<file path="config.mk">
export PLATFORM = sky130hd
export DESIGN_NAME = hazard_scoreboard
export DESIGN_NICKNAME = d
export VERILOG_FILES = /design/src/rtl/hazard_scoreboard.sv
export SDC_FILE = /design/constraint.sdc
export NUM_CORES = 1
export LEC_CHECK = 0
export ABC_AREA = 1
export CAP_MARGIN = 20
export CORE_MARGIN = 2
export CORE_UTILIZATION = 52
export DETAILED_ROUTE_END_ITERATION = 10
export PLACE_DENSITY_LB_ADDON = 0.08
export SLEW_MARGIN = 15
export SYNTH_ARGS = -nofsm -noshare
export SYNTH_HDL_FRONTEND = slang
export SYNTH_SLANG_ARGS = --single-unit
</file>
<file path="constraint.sdc">
create_clock -name clk -period 2.15 [get_ports clk]
set_clock_uncertainty 0.2 [all_clocks]
set_input_delay 0.43 -clock clk [delete_from_list [all_inputs] [get_ports clk]]
set_output_delay 0.43 -clock clk [all_outputs]
set_load 0.05 [all_outputs]
</file>
<file path="src/rtl/hazard_scoreboard.sv">
// ============================================================================
// Module      : hazard_scoreboard
// Description : Tracks EXE/MEM destinations in flight and raises the ID stall
//               that operand forwarding cannot resolve.
// Revision    : 1.0 - initial release
// ============================================================================
`default_nettype none

module hazard_scoreboard #(
   parameter int CNT_W = 32
) (
   input  logic             clk,
   input  logic             rst,
   input  logic             forward_en,
   input  logic             freeze,
   input  logic             flush,
   input  logic             id_valid,
   input  logic [4:0]       src1,
   input  logic [4:0]       src2,
   input  logic             uses_src2,
   input  logic             id_wb_en,
   input  logic             id_mem_r_en,
   input  logic [4:0]       id_dest,
   output logic             hazard_stall,
   output logic [4:0]       exe_dest,
   output logic [4:0]       mem_dest,
   output logic             exe_wb_en,
   output logic             mem_wb_en,
   output logic [CNT_W-1:0] stall_count
);

   localparam logic [CNT_W-1:0] C_CNT_MAX = '1;
   localparam logic [CNT_W-1:0] C_CNT_ONE = {{(CNT_W-1){1'b0}}, 1'b1};

   // WB is not stored: it never causes a stall and drives no output.
   logic r_exe_valid;
   logic r_exe_wb;
   logic r_exe_mr;
   logic r_mem_valid;
   logic r_mem_wb;

   logic w_dep_exe;
   logic w_dep_mem;
   logic w_cond;
   logic w_accept;

   function automatic logic match(input logic [4:0] s, input logic v,
                                  input logic wb, input logic [4:0] d);
      return v & wb & (d != 5'd0) & (s == d);
   endfunction

   always_comb begin
      w_dep_exe = match(src1, r_exe_valid, r_exe_wb, exe_dest) |
                  (uses_src2 & match(src2, r_exe_valid, r_exe_wb, exe_dest));
      w_dep_mem = match(src1, r_mem_valid, r_mem_wb, mem_dest) |
                  (uses_src2 & match(src2, r_mem_valid, r_mem_wb, mem_dest));
      w_cond    = forward_en ? (w_dep_exe & r_exe_mr) : (w_dep_exe | w_dep_mem);
      hazard_stall = id_valid & ~flush & w_cond;
      w_accept     = id_valid & ~flush & ~hazard_stall;
   end

   assign exe_wb_en = r_exe_valid & r_exe_wb;
   assign mem_wb_en = r_mem_valid & r_mem_wb;

   // A bubble only clears valid; the remaining fields keep their last values.
   always_ff @(posedge clk or negedge rst) begin
      if (!rst) begin
         r_exe_valid <= 1'b0;
         r_exe_wb    <= 1'b0;
         r_exe_mr    <= 1'b0;
         exe_dest    <= 5'd0;
         r_mem_valid <= 1'b0;
         r_mem_wb    <= 1'b0;
         mem_dest    <= 5'd0;
         stall_count <= '0;
      end else if (!freeze) begin
         r_mem_valid <= r_exe_valid;
         r_mem_wb    <= r_exe_wb;
         mem_dest    <= exe_dest;
         r_exe_valid <= w_accept;
         if (w_accept) begin
            r_exe_wb <= id_wb_en;
            r_exe_mr <= id_mem_r_en;
            exe_dest <= id_dest;
         end
         if (hazard_stall && (stall_count != C_CNT_MAX))
            stall_count <= stall_count + C_CNT_ONE;
      end
   end

endmodule

`default_nettype wire

</file>
==> qor.txt <==
====================================================================================
Wire length of the first global-routing pass                                 14.1 mm
Most frequent cell on the critical path                                 sky130_fd_sc_hd__inv_1
TritonCTS clock tree                                                           built
Overall routing resource usage                                                 0.272
List of most frequent post-synthesis cells                              sky130_fd_sc_hd__nand2_1, sky130_fd_sc_hd__inv_1, sky130_fd_sc_hd__nor2_1, sky130_fd_sc_hd__dfrtp_1, sky130_fd_sc_hd__nand3_1
Filler cells                                                                     482
Min Tclk post-route                                                          2.27 ns
Routed length per instance                                                   13.6 um
Logic pwr share                                                                0.241
Dpl cell area                                                              4090 um^2
Number of distinct library cells after synthesis                                  30
Antenna violations before repair                                                   0
Die W                                                                        82.7 um
Leading register cell type out of synthesis                             sky130_fd_sc_hd__dfrtp_1
Synth Net Count                                                                  514
DIE AREA                                                                   6830 um^2
Failing checks                                                          setup timing
Number of buffers inserted during clock tree synthesis                             5
Area of the mapped netlist                                                 3220 um^2
Clock sink total                                                                  47
Power consumption                                                            2.04 mW
Vertical die dimension                                                       82.7 um
Post-synthesis area per instance                                           6.58 um^2
Min setup slack post-route                                                 -0.119 ns
Leakage power                                                                2.29 nW
Critical path's largest stage delay                                          0.46 ns
Endpoints failing setup                                                            2
Largest fanout on the critical path                                                2
Post-detailed-route DRC marker count                                               0
Relative contribution of the clock network to total power                      0.267
Register clock-pin slew on the reported worst setup and hold paths           0.09 ns
Fraction of final layout cells with drive strength greater than 1              0.279
Power Density                                                            457 nW/um^2
Final worst-path cycle share                                                    1.06
Flip-flop and latch count after synthesis                                         47
Largest net degree at the start of global routing                                 48
Reg power frac                                                                 0.492
Root cell of the clock tree                                             sky130_fd_sc_hd__clkbuf_8
Synthesized instance count                                                       489
Net switching power of the design                                             696 uW
Fraction of post-synthesis cell area in the top cell type by area              0.365
Final net count                                                                  619
Count of boundary I/O pins                                                        69
Yosys synthesis warning count                                                      0
Net switching share of the total power                                         0.341
Initial drt markers                                                              220
Maximum operating frequency                                                  441 MHz
Outcome                                                                 finished with violations
Max-slew violation count                                                           0
Grt total ovfl                                                                     0
Final number of hold-violating endpoints                                           0
Final weighted congestion in routability-driven placement                       1.00
Diode count                                                                        0
Site row count                                                                    28
Top cells by area, synth                                                sky130_fd_sc_hd__dfrtp_1, sky130_fd_sc_hd__nand2_1, sky130_fd_sc_hd__inv_1
Detailed-routing iteration count for the pre-antenna-repair pass                   5
Remaining max-slew budget at the tightest pin                                  0.667
Internal power component                                                     1.34 mW
Class of the most critical setup path                                   input port to output port
Slowest CP cell                                                         sky130_fd_sc_hd__clkdlybuf4s50_1
Maximum vdd drop                                                            0.301 mV
Half-perimeter wire length of the detailed placement result                  6.53 mm
Startpoint types                                                          input port
RSZ-0062 raised after global routing                                            true
Number of synthesized flops with an enable pin                                     0
Internal reg-to-reg setup slack                                                 0 ns
Number of port buffers                                                            68
Top cell type by total area after synthesis                             sky130_fd_sc_hd__dfrtp_1
Max clock buf depth                                                                2
Final Routed Wirelength                                                      9.14 mm
Type of destination of the critical path                                 output port
Number of standard cells in the final layout excluding fillers                   670
Arrival time reported for the critical path endpoint                         1.64 ns
Sequential element share of the synthesized area                               0.365
Type of the worst min-delay path                                        flip-flop to flip-flop
Final ANT Viol Nets                                                                0
Detailed-route vias per instance                                                5.19
Starting Density                                                               0.540
Worst EP required                                                            1.52 ns
Share of flip-flops with an asynchronous set or reset after synthesis           1.00
Tightest Pin Transition                                                     0.497 ns
Cell with the most instances after synthesis                            sky130_fd_sc_hd__nand2_1
Max-cap violations                                                                 0
Cell Chain, Critical Path                                               clkdlybuf4s50_1, inv_1, nor2_1, inv_1, buf_4, nor2_4, buf_12
Post-route standard cell area excluding fillers                            4460 um^2
Area grow syn2layout                                                           38.6%
Worst-case setup slack after placement                                     -0.381 ns
Total via count after detailed routing                                          3479
Via count of the first global-routing pass                                      3121
Core area                                                                  5960 um^2
Worst hold slack across all endpoints                                       0.285 ns
CTS HTree Levels                                                                   2
Clk_lat worst skew                                                           0.31 ns
Cell total after placement                                                       646
====================================================================================
[layer usage]
| metal | wire length, um | track usage | vias up | part of all wire |
|---|---|---|---|---|
| li1 | - | - | 1710 | - |
| met1 | 4060 | 0.362 | 1642 | 0.44 |
| met2 | 4460 | 0.452 | 108 | 0.49 |
| met3 | 396 | 0.0391 | 19 | 0.043 |
| met4 | 225 | 0.0967 | 0 | 0.025 |
| met5 | 0 | 0 | - | 0 |
[layout by cell type (no fill, tap or decap), drive strengths merged, types with 9 or more instances in the layout]
cell,count
dlygate4sd2,11
nor2,55
xor2,9
nand2,206
nand4,23
buf,83
nand3,32
inv,76
dfrtp,47
xnor2,9
clkdlybuf4s50,11
nor3,11
[timing repair]
action                                  CTS  global route
endpoints found under the hold margin    47             0
pin swaps                                 6            17
hold buffers                              1             0
cloned                                    0             1
buffers inserted                          5            10
resized for setup                        12            42
endpoints found under the setup margin   21            33
[through the flow]
stage,TNS (ns),util
2_1_floorplan,0,-
3_3_place_gp,-10.83,0.687
3_5_place_dp,-12.94,0.687
4_1_cts,-0.133,0.708
5_1_grt,-1.19,0.749
6_report,-0.119,0.749
[cells by family after synthesis]
family,Yosys count,share of synthesized area
AOI/OAI and AO/OA,8,0.0132
xor gates and xnor gates,18,0.0513
adders and majority gates,1,0.00389
buffers and inverters,86,0.109
DFF,47,0.365
and+or+nand+nor,329,0.457
[flip-flops by register name, indices dropped and copies added (netlist names)]
register / count
exe_dest: 5
mem_dest: 5
r_exe_mr: 1
r_exe_valid: 1
r_exe_wb: 1
r_mem_valid: 1
r_mem_wb: 1
stall_count: 32
[critical path: cells and delay by family]
family	cells	cell delay, ns
simple gates	2	0.32
buf+inv	5	0.89
[power by group through the flow]
stage	Sequential (mW)	Combinational, mW	Clock, mW
global route	1.01	0.538	0.590
finish	1.00	0.491	0.545
detailed placement	1.02	0.467	0
floorplan	1.12	0.170	0
CTS	1.00	0.487	0.554
global placement	1.02	0.459	0
[final timing paths]
path | startpoint | endpoint | depth (start not counted)
min in group asynchronous | rst | stall_count[5] | 3
min reg2reg | r_mem_wb | r_mem_wb | 2
max reg2reg | stall_count[1] | stall_count[31] | 13
min | r_mem_wb | r_mem_wb | 2
max in group asynchronous | rst | exe_dest[3] | 3
max | id_valid | hazard_stall | 7
[layout make-up]
type                            count  area, um^2  share of cell area
Sequential cell                    47        1200               0.269
Clock inverter                      2        12.5             0.00281
Timing Repair Buffer              107         945               0.212
Multi-Input combinational cell    356        1840               0.413
Inverter                           77         295              0.0662
Tap cell                           75        93.8              0.0210
Clock buffer                        6        72.6              0.0163
(Power assumes the default switching activity.)
==> patch: new RTL, config.mk and constraints unchanged <==
`CNT_W`: 32 -> 36.
--- a/src/rtl/hazard_scoreboard.sv
+++ b/src/rtl/hazard_scoreboard.sv
@@ -7,7 +7,7 @@
 `default_nettype none
 
 module hazard_scoreboard #(
-   parameter int CNT_W = 32
+   parameter int CNT_W = 36
 ) (
    input  logic             clk,
    input  logic             rst,
Interface: changed (resized stall_count); port bits go from 69 to 73. The function was not compared with the original's and may differ.
==> patch against the original RTL <==
- the run still ends with setup timing left
- routed wire length increased by 9.9%
- cell area increased by 5.3%
- area after synthesis increased by 13%
- total power increased by 5.3%
- sequential cell count increased by 4
- register-to-register slack improved by 60 ps
- setup slack got worse by 21 ps
- critical endpoint unchanged
- largest cell class unchanged
- largest power group unchanged
==> patch: results <==
status:
  status: "finished, violations left"
  failed_checks: "setup timing"
clock_tree:
  clk_pin_slew_worst_paths_ps: 110
  number_of_h_tree_levels: 2
  cts.path.max_buffers: 2
  cts_made_buffers: 5
  cts-root-buf: "clkbuf_8"
  clkLatencyLatePin_ps: 310
placed_design:
  number_of_placed_instances_taps_included: 701
  dp_hpwl_mm: 7.79
  placement.io_buffers: 72
  post-place-ws_ps: -343
  gp_congestion: 0.993
global_route:
  grt_start_max_net_pins: 35
  antenna_violations_before_repair: 0
  grtUsageTotal: 0.267
  grt_first_pass_wirelength_mm: 16.0
  first_global_vias: 3385
final_layout:
  fin_nets: 641
  biggestRegsByFlops: "stall_count x36, exe_dest x5, mem_dest x5"
  fraction_of_layout_cells_with_a_size_suffix_above_1: 0.301
  insertedDiodeCount: 0
yosys:
  dominantRegCellSynth: "dfrtp_1"
  synth.lib_cells_used.distinct: 29
  synth.yosys.seq_area_share: 0.350
  ys_warn_count: 0
  synth_fp_nets: 543
  ys_top_cells_by_area: "dfrtp_1 35%, nand2_1 20%, nand2_2 8.8%"
  postSynth.asyncResetShare: 1.00
  post_synth.cell_area_avg_um2: 7.04
  synth.cells.most_frequent: "193 x nand2_1, 53 x nor2_1, 51 x dfrtp_1, 51 x nand2_2, 37 x inv_1"
timing:
  timing.final.setup_violations: 1
  fin_worst_setup_slack_ps: -139
  finalSetupTns_ps: -139
  slew_headroom: 0.657
power_and_ir_drop:
  leakagePower_nw: 2.40
  vdd_ir_drop_max_v: 0.000292
  switchingPower_uw: 736
route:
  route.vias.total: 3512
  vias_per_cell: 4.93
  post_drt_wl_per_cell_um: 14.1
  drt-initial-drc-count: 131
  dr.pass1.iters: 4
critical_path:
  worst-endpoint-arrival_ps: 1660
  crit_fanout: 6
worst_hold_path:
  min_path_type: "reg -> reg"
## patch: layout make-up
type / count / area, um^2
flip-flops and latches: 51 / 1290
repair buffers: 100 / 902
multi-input cells: 408 / 2100
well taps: 96 / 120
fillers: 604 / 2100
clock buffers: 5 / 68.8
inverters: 50 / 190
clock inverters: 3 / 23.8
## patch: per-layer routing
layer | track usage | vias up | share of wire
met1 | 0.319 | 1617 | 0.44
met5 | 0 | - | 0
li1 | - | 1789 | -
met3 | 0.0396 | 20 | 0.039
met2 | 0.489 | 86 | 0.50
met4 | 0.0867 | 0 | 0.023
## patch: repair_timing
item	in CTS	in global routing
hold buffers	1	0
endpoints found under the hold margin	21	0
pin swaps	7	11
endpoints found under the setup margin	1	8
gates cloned	0	2
buffers inserted	1	2
resized for setup	15	5
## patch: critical path, stage by stage, from the launching register on
cell,delay (ps)
dfrtp_2,440
inv_2,70
nand2_1,100
nand2_1,60
nor2_1,110
nand3_1,80
nand2_1,80
nand2_2,70
nand2_4,70
inv_4,40
nor2_4,90
buf_12,140
## patch: worst paths after layout
| kind | end | depth (start not counted) | from | slack (ps) |
|---|---|---|---|---|
| min in group asynchronous | stall_count[24] | 2 | rst | 410 |
| setup / recovery | hazard_stall | 11 | exe_dest[1] | -140 |
| hold / removal | r_mem_wb | 2 | r_mem_wb | 290 |
| setup reg to reg | stall_count[25] | 14 | exe_dest[1] | 60 |
| max in group asynchronous | stall_count[0] | 3 | rst | 780 |
| hold reg to reg | r_mem_wb | 2 | r_mem_wb | 290 |
## patch: power groups by stage
stage	logic (mW)	registers, mW	clock network [mW]
floorplan	0.171	1.20	0
CTS	0.482	1.07	0.605
global placement	0.474	1.09	0
detailed placement	0.481	1.09	0
finish	0.481	1.07	0.593
global route	0.524	1.08	0.648
## patch: per-stage QoR
step	instance area [um^2]	total power, mW
after CTS	4640	2.16
after global placement	4540	1.56
after detailed placement	4540	1.57
after floorplan	3670	1.37
after global routing	4700	2.25
final	4700	2.15
## patch: cells by family (layout without fill, tap and decap cells)
group,Yosys count,count (layout),share of synthesized area
buf+inv,59,158,0.0817
simple gates,363,363,0.467
xor+xnor,36,36,0.0865
flops,51,51,0.350
compound gates,8,8,0.0117
fa+ha+maj,1,1,0.00343
